`src/rtl/capture_pkg.sv`:
```
// Shared types and constants for the capture sequencer.
// Optional decimation is selected with CAPTURE_DECIMATE_EN.
package capture_pkg;

  localparam int CNT_BITS_DEFAULT = 8;

  typedef enum logic [2:0] {
    ST_IDLE      = 3'd0,
    ST_PRE       = 3'd1,
    ST_WAIT_TRIG = 3'd2,
    ST_POST      = 3'd3,
    ST_DONE      = 3'd4
  } capture_state_t;

  function automatic logic state_is_busy(input capture_state_t s);
    return (s == ST_PRE) || (s == ST_WAIT_TRIG) || (s == ST_POST);
  endfunction

endpackage

```
`src/rtl/sample_divider.sv`:
```
// Sample-strobe decimator: passes one of every (div+1) sample_en pulses.
// Only instantiated when CAPTURE_DECIMATE_EN is defined.
module sample_divider #(
  parameter int CNT_BITS = 8
) (
  input  logic                clk,
  input  logic                reset,
  input  logic                i_load,
  input  logic [CNT_BITS-1:0] i_div,
  input  logic                i_clear,
  input  logic                i_sample_en,
  output logic                o_qs,
  output logic [CNT_BITS-1:0] o_div
);

  logic [CNT_BITS-1:0] r_div;
  logic [CNT_BITS-1:0] r_cnt;

  always_ff @(posedge clk or posedge reset) begin
    if (reset) begin
      r_div <= '0;
      r_cnt <= '0;
    end else begin
      if (i_load) begin
        r_div <= i_div;
      end
      if (i_clear) begin
        r_cnt <= '0;
      end else if (i_sample_en) begin
        // >= keeps the counter bounded even if the divisor shrinks mid-count
        r_cnt <= (r_cnt >= r_div) ? '0 : r_cnt + 1'b1;
      end
    end
  end

  assign o_qs  = i_sample_en && (r_cnt == '0);
  assign o_div = r_div;

endmodule

```
`src/rtl/capture_sequencer.sv`:
```
// Capture run controller for a circular sample buffer with pre/post trigger depths.
// Define CAPTURE_DECIMATE_EN to add the div_reg_in/div_reg_out strobe decimator.
module capture_sequencer
  import capture_pkg::*;
#(
  parameter int CNT_BITS = CNT_BITS_DEFAULT
) (
  input  logic                clk,
  input  logic                reset,
  input  logic                wr_en,
  input  logic [CNT_BITS-1:0] pre_reg_in,
  input  logic [CNT_BITS-1:0] post_reg_in,
`ifdef CAPTURE_DECIMATE_EN
  input  logic [CNT_BITS-1:0] div_reg_in,
  output logic [CNT_BITS-1:0] div_reg_out,
`endif
  input  logic                arm,
  input  logic                abort,
  input  logic                sample_en,
  input  logic                trig,
  output logic [CNT_BITS-1:0] pre_reg_out,
  output logic [CNT_BITS-1:0] post_reg_out,
  output logic                mem_we,
  output logic [CNT_BITS-1:0] wr_addr,
  output logic [CNT_BITS-1:0] trig_addr,
  output logic [CNT_BITS-1:0] start_addr,
  output logic                busy,
  output logic                done,
  output logic [2:0]          state
);

  capture_state_t      r_state;
  capture_state_t      w_state_nxt;

  logic [CNT_BITS-1:0] r_pre;
  logic [CNT_BITS-1:0] r_post;
  logic [CNT_BITS-1:0] r_wr_addr;
  logic [CNT_BITS-1:0] r_trig_addr;
  logic [CNT_BITS-1:0] r_fill_cnt;
  logic [CNT_BITS-1:0] r_post_cnt;

  logic                w_idle_like;
  logic                w_busy;
  logic                w_cfg_load;
  logic                w_arm_go;
  logic                w_qs;
  logic                w_we;
  logic                w_trig_hit;
  logic [CNT_BITS-1:0] w_pre_eff;
  logic [CNT_BITS-1:0] w_fill_inc;
  logic [CNT_BITS-1:0] w_post_inc;

`ifdef CAPTURE_DECIMATE_EN
  sample_divider #(
    .CNT_BITS (CNT_BITS)
  ) u_sample_divider (
    .clk         (clk),
    .reset       (reset),
    .i_load      (w_cfg_load),
    .i_div       (div_reg_in),
    .i_clear     (w_arm_go),
    .i_sample_en (sample_en),
    .o_qs        (w_qs),
    .o_div       (div_reg_out)
  );
`else
  assign w_qs = sample_en;
`endif

  always_ff @(posedge clk or posedge reset) begin
    if (reset) begin
      r_state <= ST_IDLE;
    end else begin
      r_state <= w_state_nxt;
    end
  end

  always_comb begin
    w_idle_like = (r_state == ST_IDLE) || (r_state == ST_DONE);
    w_busy      = state_is_busy(r_state);
    w_cfg_load  = wr_en && w_idle_like;
    w_arm_go    = arm && w_idle_like && !abort;
    // a config written in the arming cycle applies to that same run
    w_pre_eff   = w_cfg_load ? pre_reg_in : r_pre;
    w_we        = w_qs && w_busy && !abort;
    w_trig_hit  = (r_state == ST_WAIT_TRIG) && w_we && trig;
    w_fill_inc  = r_fill_cnt + 1'b1;
    w_post_inc  = r_post_cnt + 1'b1;
    w_state_nxt = r_state;

    if (abort) begin
      w_state_nxt = ST_IDLE;
    end else begin
      unique case (r_state)
        ST_IDLE, ST_DONE: begin
          if (arm) begin
            w_state_nxt = (w_pre_eff == '0) ? ST_WAIT_TRIG : ST_PRE;
          end
        end
        ST_PRE: begin
          if (w_we && (w_fill_inc == r_pre)) begin
            w_state_nxt = ST_WAIT_TRIG;
          end
        end
        ST_WAIT_TRIG: begin
          if (w_trig_hit) begin
            w_state_nxt = (r_post == '0) ? ST_DONE : ST_POST;
          end
        end
        ST_POST: begin
          if (w_we && (w_post_inc == r_post)) begin
            w_state_nxt = ST_DONE;
          end
        end
        default: w_state_nxt = ST_IDLE;
      endcase
    end
  end

  always_ff @(posedge clk or posedge reset) begin
    if (reset) begin
      r_pre       <= '0;
      r_post      <= '0;
      r_wr_addr   <= '0;
      r_trig_addr <= '0;
      r_fill_cnt  <= '0;
      r_post_cnt  <= '0;
    end else begin
      if (w_cfg_load) begin
        r_pre  <= pre_reg_in;
        r_post <= post_reg_in;
      end
      if (w_arm_go) begin
        r_wr_addr  <= '0;
        r_fill_cnt <= '0;
        r_post_cnt <= '0;
      end else begin
        if (w_we) begin
          r_wr_addr <= r_wr_addr + 1'b1;
        end
        if (w_we && (r_state == ST_PRE)) begin
          r_fill_cnt <= w_fill_inc;
        end
        if (w_we && (r_state == ST_POST)) begin
          r_post_cnt <= w_post_inc;
        end
        if (w_trig_hit) begin
          r_trig_addr <= r_wr_addr;
        end
      end
    end
  end

  // start_addr wraps naturally when pre + post + 1 exceeds the buffer depth
  assign start_addr   = r_trig_addr - r_pre;
  assign pre_reg_out  = r_pre;
  assign post_reg_out = r_post;
  assign mem_we       = w_we;
  assign wr_addr      = r_wr_addr;
  assign trig_addr    = r_trig_addr;
  assign busy         = w_busy;
  assign done         = (r_state == ST_DONE);
  assign state        = r_state;

endmodule

```
`config.mk`:
```
export PLATFORM = sky130hd
export DESIGN_NAME = capture_sequencer
export DESIGN_NICKNAME = d
export VERILOG_FILES = /design/src/rtl/capture_pkg.sv /design/src/rtl/sample_divider.sv /design/src/rtl/capture_sequencer.sv
export SDC_FILE = /design/constraint.sdc
export NUM_CORES = 1
export LEC_CHECK = 0
export CAP_MARGIN = 20
export CELL_PAD_IN_SITES_DETAIL_PLACEMENT = 2
export CELL_PAD_IN_SITES_GLOBAL_PLACEMENT = 2
export CORE_ASPECT_RATIO = 0.75
export CORE_MARGIN = 5
export CORE_UTILIZATION = 31
export CTS_CLUSTER_SIZE = 25
export DETAILED_ROUTE_END_ITERATION = 6
export GPL_ROUTABILITY_DRIVEN = 0
export PLACE_DENSITY = 0.91
export REMOVE_ABC_BUFFERS = 1
export SLEW_MARGIN = 10
export SYNTH_ARGS = -nofsm -noshare
export SYNTH_HDL_FRONTEND = slang
export SYNTH_HIERARCHICAL = 1
export SYNTH_SLANG_ARGS = --single-unit
```
`constraint.sdc`:
```
create_clock -name clk -period 2.9 [get_ports clk]
set_input_delay 0.725 -clock clk [delete_from_list [all_inputs] [get_ports clk]]
set_output_delay 0.725 -clock clk [all_outputs]
set_load 0.01 [all_outputs]
```
# --- Word level (Yosys, flattened, before mapping) ---
# Cells that the tools add are included.
totals:
  reg_bits: 51
  input_bits: 23
  output_inout_bits: 46
  elab_cells: 61
classes:
  addsub: 4
  eq_ne: 10
  muxes: 15
  bitwise_logic: 1
  reduce_logical: 24
op_table:
  columns: ["op", "count"]
  rows:
  - ["8-bit 2-to-1 mux", 7]
  - ["8-bit by 1-bit adder with 8-bit output, second input constant", 3]
  - ["3-bit 2-to-1 mux", 6]
  - ["8-bit == test", 2]
  - ["8-bit logical NOT", 2]
  - ["3-bit != test, second input constant", 4]
  - ["3-bit case mux with 4 select lines", 1]
  - ["1-bit logical AND", 11]
  - ["8-bit subtractor", 1]
  - ["3-bit by 2-bit == test with 1-bit output, second input constant", 2]
  - ["2-bit nonzero test", 3]
  - ["4-bit AND reduction", 1]
  - ["3-bit by 1-bit == test with 1-bit output, second input constant", 1]
  - ["3-bit == test, second input constant", 1]
  - ["3-bit logical NOT", 1]
  - ["1-bit logical OR", 3]
  - ["2-bit 2-to-1 mux", 1]
  - ["2-bit AND reduction", 1]
  - ["2-bit OR reduction", 1]
  - ["1-bit logical NOT", 1]
  - ["1-bit NOT", 1]

# --- Depth between registers and ports, before layout ---
depth:
  word_depth: 10
  depth_mapped: 9

# --- Worst setup path before layout ---
# No wires, ideal clock.
synth_timing:
  path_type: "reg2out"
  from: "register r_pre[1] (netlist: pre_reg_out[1])"
  to: "output start_addr[7]"
  t_arrival_ps: 1863
  required_ps: 2175
  setup_slack_ps: 312
  stages_incl_launch_ff: 10
  n_path_buf: 0
  cell_sequence: "dfrtp_1 inv_1 ha_1 nor2b_1 o21ai_0 nand2b_1 a21o_1 a21oi_1 o21ai_0 xnor2_1"
synth_between:
  elab_chain_len: 1
synth_lines:
  columns: ["element", "line_no", "source"]
  rows:
  - ["start, declared", "capture_sequencer.sv:35", "logic [CNT_BITS-1:0] r_pre;"]
  - ["start signal, assigned", "capture_sequencer.sv:130", "r_pre <= pre_reg_in;"]
  - ["8-bit subtractor", "capture_sequencer.sv:155", "assign start_addr = r_trig_addr - r_pre;"]
  - ["end, declared", "capture_sequencer.sv:26", "output logic [CNT_BITS-1:0] start_addr,"]
# Every way passes these cells.

# --- Worst setup path in the final report ---
layout_timing:
  from: "register r_trig_addr[1] (netlist: trig_addr[1])"
  to: "output start_addr[7]"
layout_between:
  elab_chain_len: 1
layout_lines:
  columns: ["element", "line_no", "source"]
  rows:
  - ["start, declared", "capture_sequencer.sv:38", "logic [CNT_BITS-1:0] r_trig_addr;"]
  - ["start signal, assigned", "capture_sequencer.sv:148", "r_trig_addr <= r_wr_addr;"]
  - ["8-bit subtractor", "capture_sequencer.sv:155", null]
# Every way passes these cells.

==> impl_results.md <==
- DR pass1 iterations: 4
- GRT Residual Overflow: 0
- Largest net degree at the start of global routing: 25
- CP Max Fanout: 2
- Worst hold slack: about 0.56 ns
- PD cells: ~510 nW/um^2
- Synth top cells by count: 51 x dfrtp_1, 26 x o21ai_0, 24 x nand2_1, 23 x nor2_1, 22 x mux2_2
- Min Tclk post-route: ~2.9 ns
- # fillers: about 1000
- CP Buf/Inv Count: 1
- Max Cap Viol: 0
- DIE AREA: ~12000 um^2
- Lkg Pwr: 0.00190 uW
- Worst hold path type: reg -> reg
- Clock sinks: between 50 and 60
- IO Pins: 69
- Clk_lat worst skew: between 0.2 and 0.3 ns
- Fin Clk Skew: 0.00630 ns
- Critical path endpoint category: output pin
- Worst-margin pin slew: 0.624 ns
- Failing checks: setup timing
- Post-Layout Cell Count: ~550
- Cell variety after synth: between 50 and 60
- DR iter-0 viols: between 90 and 100
- Residual DRC: 0
- First-pass GRT wire length: 18600 um
- Post-synthesis register bit count: 51
- Final slew viol count: 0
- Fmax: about 340 MHz
- Core footprint: 9740 um^2
- Max_slew headroom: about 58%
- Wire per inst: 21.6 um
- Syn Area/Cell: 9.74 um^2
- Crit share post-route: 101%
- CTS tree: done
- Clk buf depth: 2
- # rows: 31
- Seq/Total Area, Yosys: between 40% and 50%
- Via count: 2954
- Critical Path Max Stage Delay: 0.40 ns
- Area after DPL: a little over 4000 um^2
- Clk pin slew, worst setup/hold paths: roughly 0.070 ns
- Area of the mapped netlist: approximately 3100 um^2
- RSZ-0062 raised after global routing: true
- GRT Overall Usage: 18.8%
- Initial antenna violation count: 0
- Yosys top cell by area: dfrtp_1
- WL final: roughly 12000 um
- Synth top area share: approximately 41%
- Critical path cell sequence: ha_1, nor2b_4, o21ai_1, nand2b_1, a21o_1, a21oi_2, o21ai_1, xnor2_1, buf_2
- Maximum VDD drop: 0.000214 V
- Post-DP HPWL: approximately 9000 um
- Final nets: between 400 and 500
- # diodes: 0
- Die Wd: ~130 um
- P&R area growth vs syn: 37.8%
- Fin util: between 40% and 50%
- Synth warn: 6
- Placed insts: around 540
- Critical Path AT: between 2 and 2.5 ns
- Post-route ant nets: 0
- Crit path kind: reg -> out
- Final Hold Viols: 0
- Die H: between 90 and 100 um
- Post-route worst setup slack: -0.0361 ns
- Status: finished with violations
- Area of the multi-input gates: approximately 1800 um^2
- Fin Setup TNS: -0.0402 ns
- TritonCTS buffer count: 5
- Post-Synthesis Cells: roughly 320
- Vias in the first global route: between 3000 and 4000
- CP Data Required Time: ~2.2 ns
- Slowest-stage cell, CP: dfrtp_1
- Hold-fix buffers at CTS: 0
- Most frequent cell after synthesis: dfrtp_1
- # port buffers: 68
- Ys flop type: dfrtp_1
- H-Tree Depth: 2
- Reg area: between 1000 and 1500 um^2
- Mean number of vias per cell: 5.40
- Final setup viols: 2
- Share of layout cells above drive strength 1: about a fifth
- Flop2flop setup slack: 0.36 ns
- Post-layout instance area: approximately 4300 um^2
- Top delay family on crit path: compound AO/OA/AOI/OAI gates
- Post-synth ARST share: 100%
- Top area cells in the synthesized netlist: dfrtp_1 41%, mux2_2 7.9%, xnor2_1 4.2%
- Critical Path Start Type: register
- CTS root buf: clkbuf_16
- CP dominant cell by count: o21ai_1
- Post-synth EDFFs: 0
- Initial cell density of the core: 32.1%
==> report_power, final <==
part / leakage (uW) / total [uW] / internal (uW) / switching, uW
sequential: 0.000673 / 876 / 773 / 103
clock: 0.0000679 / 590 / 320 / 270
combinational: 0.00116 / 747 / 395 / 351
==> kinds of logic after synthesis <==
group / count (synthesis) / share of synthesized area, %
AO/OA/AOI/OAI: 68 / 14.6
XOR/XNOR: 30 / 8.40
adder cells (fa/ha/maj): 11 / 4.64
buffers and inverters: 27 / 4.00
flip-flops: 51 / 40.8
multiplexers: 24 / 8.72
AND/OR/NAND/NOR: 110 / 18.8
==> path summary, 6_finish.rpt <==
kind	endpoint	startpoint	cells after the start
worst min register to register	trig_addr[2]	trig_addr[2]	1
max in group asynchronous	pre_reg_out[6]	reset	3
worst max register to register	state[1]	state[0]	9
min in group asynchronous	post_reg_out[4]	reset	2
worst min-delay path	trig_addr[2]	trig_addr[2]	1
worst max-delay path	start_addr[7]	trig_addr[1]	9
==> per-layer routing <==
layer	routed length, um	GRT usage, %	vias up
met5	0	0	-
met4	229	4.78	0
met3	470	3.08	23
met2	5900	33.1	86
met1	5190	23.8	1511
li1	-	-	1334
==> cell type report <==
cell class | instances | share of cell area (%)
sequential | 51 | 29.6
tap | 132 | 3.83
clock buffer | 7 | 3.08
clock inverter | 1 | 0.116
inverter | 17 | 1.48
timing repair buffer | 96 | 20.6
multi-input combinational | 243 | 41.2
==> metrics by stage <==
stage                     total power (uW)  setup WS, ns
after floorplan                       1190         0.312
after global placement                1560       -0.0645
after detailed placement              1610        -0.302
after CTS                             2190       0.00389
after global routing                  2310        -0.116
final                                 2210       -0.0361
==> registers in the layout, summed over array words and instances (netlist names) <==
name and flops:
post_reg_out 8, pre_reg_out 8, r_fill_cnt 8, r_post_cnt 8, state 3, trig_addr 8
wr_addr 8
==> timing repair <==
item / 4_1_cts / 5_1_grt
buffers inserted: 0 / 3
pin swaps: 2 / 8
endpoints found under the setup margin: 5 / 7
gates resized for setup: 20 / 10
hold endpoints to repair: 0 / 0
==> cells in the final DEF (no fill, tap or decap), types with 3 or more instances in the layout <==
cell	netlist	layout
clkdlybuf4s50_1	0	62
dfrtp_1	51	51
buf_4	1	27
nand2_1	24	24
o21ai_0	26	24
nor2_1	23	23
mux2_2	22	22
inv_1	17	15
xor2_1	15	15
nand3_1	14	14
xnor2_1	15	14
ha_1	10	9
and3_1	7	7
nand2b_1	5	5
nor2b_1	6	5
nor3_1	5	5
nor4_1	6	5
a21o_1	5	5
clkbuf_16	0	5
nand4_1	4	4
o21ai_1	2	4
o41ai_1	4	4
a31oi_1	4	4
a21oi_1	7	4
and2_1	3	3
o22ai_1	3	3
o31ai_1	3	3
a21oi_2	0	3
buf_2	4	3
(Power assumes the default switching activity.)
==> RTL change: new RTL, same flow settings <==
`CNT_BITS_DEFAULT`: 8 -> 6.
--- a/src/rtl/capture_pkg.sv
+++ b/src/rtl/capture_pkg.sv
@@ -2,7 +2,7 @@
 // Optional decimation is selected with CAPTURE_DECIMATE_EN.
 package capture_pkg;
 
-  localparam int CNT_BITS_DEFAULT = 8;
+  localparam int CNT_BITS_DEFAULT = 6;
 
   typedef enum logic [2:0] {
     ST_IDLE      = 3'd0,
Ports: changed (7 resized); port bits go from 69 to 55. The function was not compared with the original's and may differ.
==> RTL change against the unedited design <==
Synthesized area down 28%; total power up 0.73%; routed wire length down 26%; design area down 27%; worst setup slack better by 0.16 ns; clock power down 17%; final cell count down 27%; sequential cell count down 12; largest power group is now combinational cells.
==> RTL change: results <==
set metrics [dict create \
    outcome "finished clean" \
    async_flop_share_pct 100 \
    p_leak_nw 1.40 \
    grt_pass1_wl_um 13800 \
    inverters 15 \
    n_fill_cell 742 \
    synth_seq_cells 39 \
    synth_area_leaders "dfrtp_1 (43%), xnor2_1 (7.8%), mux2_2 (6.0%)" \
    dpl_worst_slack_ns -0.0172 \
    layout-drive-gt1-share_pct 15.4 \
    skew_ns 0.00675 \
    cp_slowest_cell "dfrtp_1" \
    grt_max_degree 40 \
    fin_nets 326 \
    holdPathEnd "r_fill_cnt[5]" \
    cts_buffer_depth 2 \
    cts-resized-gates 8 \
    io_buffers 54 \
    tightest_slew_ns 0.592 \
    ys_top_cells_by_count "dfrtp_1 (39), xnor2_1 (20), inv_1 (14), nand2_1 (14), nor2_1 (14)" \
    place_inst 388 \
    layout.comb_gates.multi_input 167 \
    diodes 0 \
    vias 2024 \
    multi_input_area_um2 1220 \
    hold_path.class "reg -> reg" \
    finalHoldWorstSlack_ns 0.531 \
    dr.first_iter.drc_count 45 \
    cp-endpoint "start_addr[5]" \
    clk_share_pct 3.58 \
    antenna_found_initial 0 \
    cp.arrival_ns 2.05 \
    seqAreaFraction_pct 31.1 \
    track_usage_pct 20.0 \
    grt_pass1_vias 2370 \
    syn_inst 225 \
    hp-start "r_fill_cnt[5]" \
    peakVddDrop_v 0.000361 \
    dpl.hpwl_um 6410 \
    seqCellArea_um2 976 \
    finalCriticalPeriod_ns 2.77 \
    timing.rr.end "state[1]" \
    nNonClkBuffers 70 \
    wl_per_cell_um 22.0 \
    cts_root_buf "clkbuf_8" \
    viasPerCell 5.10 \
    r2r_setup_slack_ns 0.43 \
    buf_share_pct 20.8 \
    post_dp_cell_area_um2 3010 \
    ys_seq_area_share_pct 43.4 \
    cts.clk_slew.worst_paths_ns 0.09 \
    clk_latency_ns 0.31 \
    startpoint "pre_reg_out[1]" \
    r2r_start "r_post_cnt[0]" \
    postCtsSetupBuffers 0 \
    drtPass1Iterations 4 \
    reg2regPathDepth 7 \
    yosysUniqueCellTypes 40 \
]
[RTL change: changes by cell type in the layout (fill, tap and decap cells not counted), moves of 9 or more]
cell             delta
nand2_1            -10
buf_4              -11
clkdlybuf4s50_1    -13
o21ai_0            -16
dfrtp_1            -12
mux2_2             -10
nor2_1              -9
[RTL change: layer usage]
metal	vias to the layer above	GRT usage (%)	share of wire, %
met5	-	0	0
met4	0	5.62	1.9
met3	13	4.18	2.9
met2	45	33.7	50
met1	1040	25.8	45
li1	926	-	-
[RTL change: cells by family (layout without fill, tap and decap cells)]
kind of cell	count (synthesis)	in the layout	share of synthesized area, %
and+or+nand+nor	70	70	16.7
AOI/OAI and AO/OA	41	41	11.4
DFF	39	39	43.4
xor gates and xnor gates	31	31	12.1
buffers and inverters	19	93	3.23
muxes	16	16	7.90
adders and majority gates	9	9	5.34
[RTL change: power breakdown]
part	internal, mW	total, mW	leakage, nW	switching [mW]
clock network	0.257	0.489	0.0581	0.232
registers	0.628	0.751	0.515	0.123
logic	0.503	0.989	0.831	0.486
